===== config.mk =====
export PLATFORM = sky130hd
export DESIGN_NAME = floor_request_scheduler
export DESIGN_NICKNAME = d
export VERILOG_FILES = /design/src/rtl/elevator_pkg.sv /design/src/rtl/floor_priority_pick.sv /design/src/rtl/floor_request_scheduler.sv
export SDC_FILE = /design/constraint.sdc
export NUM_CORES = 1
export LEC_CHECK = 0
export ABC_AREA = 1
export CORE_UTILIZATION = 46
export CTS_CLUSTER_SIZE = 20
export DETAILED_ROUTE_END_ITERATION = 6
export PLACE_DENSITY = 0.87
export SKIP_CTS_REPAIR_TIMING = 1
export SLEW_MARGIN = 20
export SYNTH_ARGS = -nofsm -noshare
export SYNTH_HDL_FRONTEND = slang
export SYNTH_SLANG_ARGS = --single-unit

===== constraint.sdc =====
create_clock -name clk -period 1.8 [get_ports clk]
set_clock_uncertainty 0.1 [all_clocks]
set_input_delay 0.18 -clock clk [delete_from_list [all_inputs] [get_ports clk]]
set_output_delay 0.18 -clock clk [all_outputs]
set_load 0.05 [all_outputs]

===== src/rtl/elevator_pkg.sv =====
// Shared definitions for the elevator control slice.
// Holds the travel direction encoding used by the car scheduler.
package elevator_pkg;

    typedef enum logic [1:0] {
        DIR_IDLE = 2'b00,
        DIR_UP   = 2'b01,
        DIR_DOWN = 2'b10
    } dir_t;

endpackage


===== src/rtl/floor_priority_pick.sv =====
// Finds the lowest and highest set bit of a per-floor vector.
// A found flag qualifies both indices; they read 0 when the vector is empty.
module floor_priority_pick #(
    parameter int FLOORS  = 8,
    parameter int FLOOR_W = $clog2(FLOORS)
) (
    input  logic [FLOORS-1:0]  i_vec,
    output logic [FLOOR_W-1:0] o_lo_idx,
    output logic [FLOOR_W-1:0] o_hi_idx,
    output logic               o_found
);

    always_comb begin
        o_lo_idx = '0;
        o_hi_idx = '0;
        o_found  = |i_vec;
        // Scanning in opposite directions lets the last hit win in each loop.
        for (int i = FLOORS - 1; i >= 0; i--) begin
            if (i_vec[i]) o_lo_idx = FLOOR_W'(i);
        end
        for (int i = 0; i < FLOORS; i++) begin
            if (i_vec[i]) o_hi_idx = FLOOR_W'(i);
        end
    end

endmodule


===== src/rtl/floor_request_scheduler.sv =====
// Pending hall/cabin call latch with service clearing and SCAN-style
// direction and target selection for a single elevator car.
module floor_request_scheduler
    import elevator_pkg::*;
#(
    parameter int FLOORS  = 8,
    parameter int FLOOR_W = $clog2(FLOORS)
) (
    input  logic               clk,
    input  logic               reset,
    input  logic [FLOORS-1:0]  btn_num_in,
    input  logic [FLOORS-1:0]  btn_up_out,
    input  logic [FLOORS-1:0]  btn_down_out,
    input  logic [FLOOR_W-1:0] car_floor,
    input  logic               car_stopped,
    output logic [FLOORS-1:0]  active_in_levels,
    output logic [FLOORS-1:0]  active_out_up_levels,
    output logic [FLOORS-1:0]  active_out_down_levels,
    output logic [1:0]         dir,
    output logic               target_valid,
    output logic [FLOOR_W-1:0] target_floor
);

    // Top floor has no up button and ground floor has no down button.
    localparam logic [FLOORS-1:0] UP_BTN_MASK   = {1'b0, {(FLOORS-1){1'b1}}};
    localparam logic [FLOORS-1:0] DOWN_BTN_MASK = {{(FLOORS-1){1'b1}}, 1'b0};

    logic [FLOORS-1:0]  r_in;
    logic [FLOORS-1:0]  r_up;
    logic [FLOORS-1:0]  r_down;
    dir_t               r_dir;
    logic               r_target_valid;
    logic [FLOOR_W-1:0] r_target_floor;

    logic [31:0]        w_car_idx;
    logic [FLOORS-1:0]  w_above_mask;
    logic [FLOORS-1:0]  w_below_mask;
    logic [FLOORS-1:0]  w_car_onehot;
    logic               w_service;
    logic               w_any_above;
    logic               w_any_below;
    logic [FLOORS-1:0]  w_clr_in;
    logic [FLOORS-1:0]  w_clr_up;
    logic [FLOORS-1:0]  w_clr_down;
    logic [FLOORS-1:0]  w_next_in;
    logic [FLOORS-1:0]  w_next_up;
    logic [FLOORS-1:0]  w_next_down;
    dir_t               w_next_dir;
    logic               w_next_target_valid;
    logic [FLOOR_W-1:0] w_next_target_floor;

    logic [FLOOR_W-1:0] w_up_prim_lo,  w_up_prim_hi;
    logic [FLOOR_W-1:0] w_up_rev_lo,   w_up_rev_hi;
    logic [FLOOR_W-1:0] w_dn_prim_lo,  w_dn_prim_hi;
    logic [FLOOR_W-1:0] w_dn_rev_lo,   w_dn_rev_hi;
    logic               w_up_prim_found, w_up_rev_found;
    logic               w_dn_prim_found, w_dn_rev_found;
    logic               w_unused_pick;

    assign w_car_idx = 32'(car_floor);

    always_comb begin
        w_above_mask = '0;
        w_below_mask = '0;
        w_car_onehot = '0;
        for (int i = 0; i < FLOORS; i++) begin
            w_above_mask[i] = (32'(i) > w_car_idx);
            w_below_mask[i] = (32'(i) < w_car_idx);
            w_car_onehot[i] = (32'(i) == w_car_idx);
        end
    end

    // Travelling up: nearest call ahead that wants to go up, else the farthest down-call.
    floor_priority_pick #(.FLOORS(FLOORS), .FLOOR_W(FLOOR_W)) u_pick_up_prim (
        .i_vec    (w_above_mask & (r_in | r_up)),
        .o_lo_idx (w_up_prim_lo),
        .o_hi_idx (w_up_prim_hi),
        .o_found  (w_up_prim_found)
    );

    floor_priority_pick #(.FLOORS(FLOORS), .FLOOR_W(FLOOR_W)) u_pick_up_rev (
        .i_vec    (w_above_mask & r_down),
        .o_lo_idx (w_up_rev_lo),
        .o_hi_idx (w_up_rev_hi),
        .o_found  (w_up_rev_found)
    );

    floor_priority_pick #(.FLOORS(FLOORS), .FLOOR_W(FLOOR_W)) u_pick_dn_prim (
        .i_vec    (w_below_mask & (r_in | r_down)),
        .o_lo_idx (w_dn_prim_lo),
        .o_hi_idx (w_dn_prim_hi),
        .o_found  (w_dn_prim_found)
    );

    floor_priority_pick #(.FLOORS(FLOORS), .FLOOR_W(FLOOR_W)) u_pick_dn_rev (
        .i_vec    (w_below_mask & r_up),
        .o_lo_idx (w_dn_rev_lo),
        .o_hi_idx (w_dn_rev_hi),
        .o_found  (w_dn_rev_found)
    );

    assign w_unused_pick = ^{w_up_prim_hi, w_up_rev_lo, w_dn_prim_lo, w_dn_rev_hi};

    assign w_any_above = w_up_prim_found | w_up_rev_found;
    assign w_any_below = w_dn_prim_found | w_dn_rev_found;

    // A hall call is kept when the car will reverse away from it at this floor.
    assign w_service  = car_stopped && (w_car_idx < FLOORS);
    assign w_clr_in   = w_service ? w_car_onehot : '0;
    assign w_clr_up   = (w_service && ((r_dir != DIR_DOWN) || !w_any_below)) ? w_car_onehot : '0;
    assign w_clr_down = (w_service && ((r_dir != DIR_UP) || !w_any_above)) ? w_car_onehot : '0;

    assign w_next_in   = (r_in   | btn_num_in)                    & ~w_clr_in;
    assign w_next_up   = (r_up   | (btn_up_out & UP_BTN_MASK))    & ~w_clr_up;
    assign w_next_down = (r_down | (btn_down_out & DOWN_BTN_MASK)) & ~w_clr_down;

    always_comb begin
        w_next_dir          = DIR_IDLE;
        w_next_target_valid = 1'b0;
        w_next_target_floor = r_target_floor;

        case (r_dir)
            DIR_UP: begin
                if (w_any_above)      w_next_dir = DIR_UP;
                else if (w_any_below) w_next_dir = DIR_DOWN;
            end
            DIR_DOWN: begin
                if (w_any_below)      w_next_dir = DIR_DOWN;
                else if (w_any_above) w_next_dir = DIR_UP;
            end
            default: begin
                if (w_any_above)      w_next_dir = DIR_UP;
                else if (w_any_below) w_next_dir = DIR_DOWN;
            end
        endcase

        if (w_next_dir == DIR_UP) begin
            w_next_target_valid = 1'b1;
            w_next_target_floor = w_up_prim_found ? w_up_prim_lo : w_up_rev_hi;
        end else if (w_next_dir == DIR_DOWN) begin
            w_next_target_valid = 1'b1;
            w_next_target_floor = w_dn_prim_found ? w_dn_prim_hi : w_dn_rev_lo;
        end
    end

    always_ff @(posedge clk) begin
        if (reset) begin
            r_in           <= '0;
            r_up           <= '0;
            r_down         <= '0;
            r_dir          <= DIR_IDLE;
            r_target_valid <= 1'b0;
            r_target_floor <= '0;
        end else begin
            r_in           <= w_next_in;
            r_up           <= w_next_up;
            r_down         <= w_next_down;
            r_dir          <= w_next_dir;
            r_target_valid <= w_next_target_valid;
            r_target_floor <= w_next_target_floor;
        end
    end

    assign active_in_levels       = r_in;
    assign active_out_up_levels   = r_up;
    assign active_out_down_levels = r_down;
    assign dir                    = r_dir;
    assign target_valid           = r_target_valid;
    assign target_floor           = r_target_floor;

endmodule


Word-level counts from Yosys, hierarchy flattened
Cells that the tools add are included.
{"block": "totals", "regBits": 30, "input_bits": 30, "wordCells": 109, "output_inout_bits": 30}
{"block": "op_classes", "n_lt_le_gt_ge": 17, "muxes": 44, "n_bitwise": 17, "n_reduce_logical": 13, "n_eq_ne": 12}
{"operator": "two-way mux 3 bit", "count": 28}
{"operator": "bitwise AND 8 bit", "count": 7}
{"operator": "logical NOT 32 bit", "count": 1}
{"operator": "bitwise OR 8 bit", "count": 4}
{"operator": "OR reduction 8 bit", "count": 4}
{"operator": "two-way mux 8 bit", "count": 3}
{"operator": "inverter 8 bit", "count": 3}
{"operator": "two-way mux 2 bit", "count": 8}
{"operator": "equality test 3 bit (first input constant)", "count": 4}
{"operator": "> comparator 3 bit (first input constant)", "count": 4}
{"operator": "less-than comparator 3 bit (first input constant)", "count": 4}
{"operator": "bitwise OR 8 x 7 -> 8 bit", "count": 1}
{"operator": "equality test 2 x 3 -> 1 bit (first input constant)", "count": 2}
{"operator": "> comparator 1 x 3 -> 1 bit (first input constant)", "count": 2}
{"operator": "> comparator 2 x 3 -> 1 bit (first input constant)", "count": 2}
{"operator": "less-than comparator 1 x 3 -> 1 bit (first input constant)", "count": 2}
{"operator": "less-than comparator 2 x 3 -> 1 bit (first input constant)", "count": 2}
{"operator": "two-way mux 1 bit", "count": 5}
{"operator": "equality test 2 bit (second input constant)", "count": 2}
{"operator": "less-than comparator 3 x 4 -> 1 bit (second input constant)", "count": 1}
{"operator": "equality test 1 x 3 -> 1 bit (first input constant)", "count": 1}
{"operator": "logical AND 1 bit", "count": 3}
{"operator": "equality test 2 x 1 -> 1 bit (second input constant)", "count": 1}
{"operator": "logical NOT 1 bit", "count": 2}
{"operator": "other kinds (5)", "count": 7}

Logic depth before layout (Yosys ltp)
Gate-level depths: netlist (run 1).
{"block": "logic_depth", "depth_word": 13, "ltp_mapped": 15, "mapped_depth_nobuf": 14}

Cells and area by module
A second synthesis (run 1) with hierarchy kept.
{"block": "unflattened", "hier_cells": 361, "hier_area_um2": 2100.8}
{"module": "floor_request_scheduler", "area_per_inst_um2": 1540.2, "seq_area_each_um2": 600.6, "n_inst": 1, "cells_per_inst": 245}
{"module": "floor_priority_pick", "area_per_inst_um2": 140.1, "seq_area_each_um2": 0.0, "n_inst": 4, "cells_per_inst": 29}

Worst setup path after synthesis (run 1)
OpenSTA, ideal clock, no wires.
{"block": "synth_path", "path_type": "flip-flop to flip-flop", "from": "register r_down[2] (netlist: active_out_down_levels[2])", "to": "register r_target_floor[1] (netlist: target_floor[1])", "path_slack_ps": 44, "n_path_buf": 0, "t_arrival_ps": 1546, "path_stages_with_launch": 14, "t_required_ps": 1590, "synth_period_minus_slack_ps": 1756, "setup_ps": 110, "path_cell_list": "dfxtp_1 > inv_1 > nand2_1 > nand2_2 > nand2_1 > inv_1 > nand2_1 > nor2_4 > nand2_4 > nand2_8 > nand3_1 > nand3_1 > nand2_1 > inv_1"}
{"block": "synth_between", "elab_chain_len": 11, "word_cells_on_any_way": 31, "cone_classes": "2 x eq/ne; 21 x mux; 5 x bitwise; 3 x reduce/logical"}
{"item": "start: declaration", "line_no": "floor_request_scheduler.sv:30", "text": "logic [FLOORS-1:0] r_down;"}
{"item": "start signal: assignment", "line_no": "floor_request_scheduler.sv:157", "text": "r_down <= w_next_down;"}
{"item": "bitwise OR 8 bit", "line_no": "floor_request_scheduler.sv:89", "text": ".i_vec (w_below_mask & (r_in | r_down)),"}
{"item": "bitwise AND 8 bit", "line_no": "floor_request_scheduler.sv:89"}
{"item": "two-way mux 2 bit (2 in a row)", "line_no": "floor_priority_pick.sv:22", "text": "if (i_vec[i]) o_hi_idx = FLOOR_W'(i);"}
{"item": "two-way mux 3 bit (4 in a row)", "line_no": "floor_priority_pick.sv:22"}
{"item": "two-way mux 3 bit", "line_no": "floor_request_scheduler.sv:142", "text": "w_next_target_floor = w_dn_prim_found ? w_dn_prim_hi : w_dn_rev_lo;"}
{"item": "two-way mux 3 bit", "line_no": "floor_request_scheduler.sv:140", "text": "end else if (w_next_dir == DIR_DOWN) begin"}
{"item": "two-way mux 3 bit", "line_no": "floor_request_scheduler.sv:137", "text": "if (w_next_dir == DIR_UP) begin"}
{"item": "end signal: assignment", "line_no": "floor_request_scheduler.sv:160", "text": "r_target_floor <= w_next_target_floor;"}
{"item": "end: declaration", "line_no": "floor_request_scheduler.sv:33", "text": "logic [FLOOR_W-1:0] r_target_floor;"}
Several ways; a longest one is shown, not always the timed one. The select of a mux whose other input is x is not followed.
A chain may end at the register's enable or synchronous reset.

Worst setup path in the final report (run 1)
{"block": "layout_path", "from": "register r_up[1] (netlist: active_out_up_levels[1])", "to": "output active_out_up_levels[1]"}
{"item": "start: declaration", "line_no": "floor_request_scheduler.sv:29", "text": "logic [FLOORS-1:0] r_up;"}
{"item": "start signal: assignment", "line_no": "floor_request_scheduler.sv:156", "text": "r_up <= w_next_up;"}
{"item": "end: declaration", "line_no": "floor_request_scheduler.sv:17", "text": "output logic [FLOORS-1:0] active_out_up_levels,"}
No word-level cell between the ends.

==> run metrics, run 1 <==
DR iter-0 viols 124; Critical Path Max Stage Delay 820 ps; DR pass1 iterations 4; Residual DRC 0; RSZ-0062 raised after global routing no; Worst Path Max Fanout 3; Crit. End Element output port; Worst-Skew Late Latency 280 ps; clock tree root driver cell clkbuf_8; Final nets 380; antenna violation net count after detailed routing 0; Final Max Tran Viols 0; Comb power frac 0.369; Netlist cell types 32; FP Rows 22; pwr dens 748 mW/mm²; antenna cells 0; Final period util 0.964; final cell count without fillers 398; worst-case reg-to-reg path depth 12; layout cell share with drive strength beyond 1 0.291; Final min period 1740 ps; GRT Util Overall 0.250; crit path kind flop to output port; max_slew headroom 0.662; average cell area after synthesis 6.97 µm²; ys async rst share 0; Worst Hold Class input pin to flop; initial antenna violation count 0; CTS tree done; Net Switching 754 µW; vias in the first global route 1,903; switching share of total power 0.374; max_cap viols 0; effective utilization at floorplan 0.493; Max Fclk 0.576 GHz; startpoint types flop; maximum vdd drop 414 µV; DIE AREA 0.00430 mm²; setup TNS 0 ps; main flop type after synthesis dfxtp_1; Worst EP arrival 1460 ps; routed via count 2,001; Mapped Nets 297; clock slew seen by the registers of the worst setup and hold paths 60 ps; CP cell instances clkdlybuf4s50_1; H-tree lvl count 2; Clock Power Share 0.250; Clock Sink Count 30; Die Ht 65.6 µm; routability cong. 0.921; Gate Count Post-Synth 267; routed wire length 4960 µm; Vias per Instance 5.03; Flop pwr share 0.381; Buf+Inv Stages, Crit Path 1; Static Leak 1.36 nW; WHS Endpoint active_in_levels[2]; CP max-delay cell clkdlybuf4s50_1; CORE AREA 0.00377 mm²; wire per inst 12.4 µm; post-synthesis sequential area ratio 0.323; area grow syn2layout 44.9%; hpwl dp 3940 µm; Mapped Area 0.00186 mm²; number of synthesized flops with an enable pin 0; Die W 65.6 µm; area of the multi-input gates 0.00108 mm²; Top delay family on crit path buffers and inverters; Yosys reg bits 30; Port Buffer Count 57; status finished clean; first-pass GRT wire length 8140 µm; Worst EP required 1520 ps; Final setup violation count 0; Int Pwr 1.26 mW; final hold vios 0; FILL cells 304; hold slack 278 ps; r2r setup slk 170 ps; worst slew pin tran 505 ps; Num CTS Buffers 5; min-delay src car_floor[0]; placed insts 389; clk buf depth 2; Overflow after GRT 0; hold depth 4; io pins 60; storage element area 601 µm²; Synth Warn # 0; largest net degree at the start of global routing 27; end of the worst register-to-register path target_floor[2]; origin of the critical flop-to-flop path active_in_levels[3]
area by class of cell:
type	instances	area share
Clock buffer	7	0.0283
Inverter	40	0.0575
Multi-Input combinational cell	192	0.401
Sequential cell	30	0.223
Tap cell	48	0.0223
Timing Repair Buffer	81	0.268
kinds of logic (layout without fill, tap and decap cells):
logic type             after synthesis  in the layout  share of synthesized area
AOI/OAI and AO/OA                   53             53                      0.161
buffers and inverters               45            128                      0.104
DFF                                 30             30                      0.323
and+or+nand+nor                    139            139                      0.413
registers in the layout (all words and copies together), names as in the netlist:
signal,count
active_out_down_levels,8
active_out_up_levels,8
active_in_levels,8
target_valid,1
target_floor,3
dir,2
cell usage after synthesis (2+ instances only):
cell type	number	area (µm²)
clkbuf_1	2	7.51
nor3_1	3	15.0
nor2_4	7	78.8
nor2_2	2	12.5
buf_6	2	22.5
nand2_2	7	43.8
nand3_2	2	20.0
o21ai_0	21	105
nand2_1	63	236
dfxtp_1	30	601
nand2_4	6	67.6
nand3_4	2	35.0
nand4_1	2	12.5
nand3_1	15	75.1
a31oi_1	2	12.5
a21oi_1	17	85.1
nand3b_1	2	15.0
o211ai_1	2	15.0
o21ai_1	3	15.0
inv_1	33	124
nand2_8	2	40.0
nor2_1	24	90.1
inv_2	6	22.5
o21ai_2	4	35.0
power groups by stage:
stage / clock (mW) / combinational, mW / sequential (mW)
after global placement: 0 / 0.716 / 0.780
final: 0.504 / 0.744 / 0.769
after floorplan: 0 / 0.308 / 0.953
after CTS: 0.512 / 0.732 / 0.768
after global routing: 0.542 / 0.801 / 0.776
after detailed placement: 0 / 0.729 / 0.782
through the flow:
stage | power [mW] | setup slack, ps | util | area (µm²)
after global routing | 2.12 | 16.1 | 0.715 | 2700
final | 2.02 | 64.4 | 0.715 | 2700
after CTS | 2.01 | 8.51 | 0.704 | 2660
after global placement | 1.50 | -227 | 0.684 | 2580
after floorplan | 1.26 | 44.1 | - | 1860
after detailed placement | 1.51 | -274 | 0.684 | 2580
worst max-delay path by stage:
stage	slack, ps	cells after the start	end	startpoint
2_1_floorplan	40	13	target_floor[1]	active_out_down_levels[2]
3_3_place_gp	-230	14	target_floor[1]	car_floor[2]
3_5_place_dp	-270	14	target_floor[1]	car_floor[2]
4_1_cts	9	14	target_floor[2]	car_floor[2]
5_1_grt	20	1	active_out_up_levels[1]	active_out_up_levels[1]
6_report	60	1	active_out_up_levels[1]	active_out_up_levels[1]
metal layers:
metal,wire length (µm),vias to the layer above,track usage
met5,0,-,0
li1,-,1018,-
met4,87,0,0.103
met3,254,10,0.0469
met2,2430,59,0.433
met1,2180,914,0.301
cell usage in the layout, fill, tap and decap left out, types with 6 or more instances in the layout:
| cell | instances |
|---|---|
| nor2_4 | 7 |
| nand2_2 | 9 |
| buf_4 | 47 |
| nand3_1 | 15 |
| a21oi_1 | 17 |
| o21ai_0 | 21 |
| nand2_1 | 61 |
| nand2_4 | 6 |
| dfxtp_1 | 30 |
| clkdlybuf4s50_1 | 28 |
| inv_2 | 7 |
| inv_1 | 32 |
| nor2_1 | 23 |
(Power assumes the default switching activity.)
==> run 2: changes to the inputs <==
- clock period: 1.8 -> 1.7 ns (I/O delays scaled with it)
==> run metrics, run 2 (synthesis results as in run 1) <==
max_slew headroom 0.685; clock tree root driver cell clkbuf_8; Die W 65.6 µm; metal3 WL 313 µm; worst slew pin tran 471 ps; hold slack 281 ps; DR pass1 iterations 4; Overflow after GRT 0; CP endpoint target_floor[1]; Crit. End Element flop; Static Leak 1.41 nW; CP dominant cell by count nand2_1; Num CTS Buffers 5; worst setup path start active_out_up_levels[3]; Top delay family on crit path simple AND/OR/NAND/NOR gates; Max Fclk 0.629 GHz; end of the worst register-to-register path target_floor[1]; DIE AREA 0.00430 mm²; CP cell instances nand2_1 > a21boi_1 > nand2_2 > nor2_4 > nand2_4 > nand2_8 > nand2_4 > nand2_1 > nand3_1 > nand2_1 > inv_1; min-delay src car_floor[0]; Worst-Skew Late Latency 270 ps; met2 wire length 2750 µm; clk buf depth 2; Final period util 0.935; Final min period 1590 ps; most common cell after layout, fill and taps aside nand2_1; Final Max Tran Viols 0; DR iter-0 viols 167; worst-case reg-to-reg path depth 11; Port Buffer Count 57; final hold vios 0; Worst EP arrival 1670 ps; routability cong. 0.876; CORE AREA 0.00377 mm²; area grow syn2layout 49.6%; status finished clean; layout cell share with drive strength beyond 1 0.327; Final nets 385; Final setup violation count 0; GRT Util Overall 0.274; CP max-delay cell dfxtp_1; antenna violation net count after detailed routing 0; FP Rows 22; initial antenna violation count 0; Die Ht 65.6 µm; routed via count 2,056; max_cap viols 0; Worst EP required 1780 ps; startpoint types flop; H-tree lvl count 2; io pins 60; placed insts 393; routed wire length 5430 µm; WL met1 2310 µm; maximum vdd drop 686 µV; final cell count without fillers 403; antenna cells 0; top sig layer met4; Critical Path Max Stage Delay 350 ps; hpwl dp 4100 µm; origin of the critical flop-to-flop path active_out_up_levels[3]; wire per inst 13.5 µm; clock slew seen by the registers of the worst setup and hold paths 60 ps; most frequent cells in the layout nand2_1 (61), buf_4 (54), inv_1 (32); pwr dens 780 mW/mm²; Buf+Inv Stages, Crit Path 1; crit path kind flop to flop; Vias per Instance 5.10; vias in the first global route 2,038; Residual DRC 0; Worst Path Max Fanout 6; largest net degree at the start of global routing 27; effective utilization at floorplan 0.493; CP Depth 11; Worst Hold Class input pin to flop; r2r setup slk 110 ps; Clock Sink Count 30; CTS tree done; first-pass GRT wire length 8960 µm
run 2: cell count changes in the layout (fill, tap and decap cells not counted), moves of 2 or more:
cell	previous run	this run
dfxtp_2	0	5
clkdlybuf4s50_1	28	24
dfxtp_1	30	25
buf_4	47	54
buf_12	2	4
run 2: worst min path at each step:
stage,cells past startpoint,to,slack (ps)
floorplan,1,target_floor[0],140
global placement,2,active_out_up_levels[7],360
detailed placement,2,active_out_up_levels[7],360
CTS,2,active_out_up_levels[7],370
global route,4,active_in_levels[6],310
finish,4,active_in_levels[6],280
run 2: worst reg2reg max path: cells and delay by family, from the launching register on:
family,cells,cell delay [ps]
AND/OR/NAND/NOR,9,750
buffers and inverters,1,30
AO/OA/AOI/OAI,1,260
flip-flops,1,350
run 2: cell type report:
class                      instances  area [µm²]
clock buffer                       7        76.3
fill                             292         987
inverter                          40         155
multi-input combinational        192        1100
sequential                        30         607
tap                               48        60.1
timing repair buffer              86         788
run 2: routing by layer:
layer	GRT usage	up-vias
met4	0.0788	0
li1	-	1027
met3	0.0660	8
met2	0.487	73
met5	0	-
met1	0.323	948
run 2: metrics by stage:
stage	worst slack [ps]	utilization	TNS (ps)	power, mW	instance area (µm²)
after global routing	-8.95	0.738	-16.8	2.29	2780
after floorplan	1.07	-	0	1.34	1870
final	111	0.738	0	2.17	2780
after global placement	-318	0.697	-5060	1.61	2630
after CTS	-93.4	0.717	-672	2.14	2710
after detailed placement	-365	0.697	-6030	1.62	2630
run 2: power breakdown:
| group | leakage, nW | switching [mW] | internal (mW) |
|---|---|---|---|
| Sequential | 0.251 | 0.0595 | 0.762 |
| Clock | 0.0383 | 0.245 | 0.281 |
| Combinational | 1.12 | 0.506 | 0.318 |
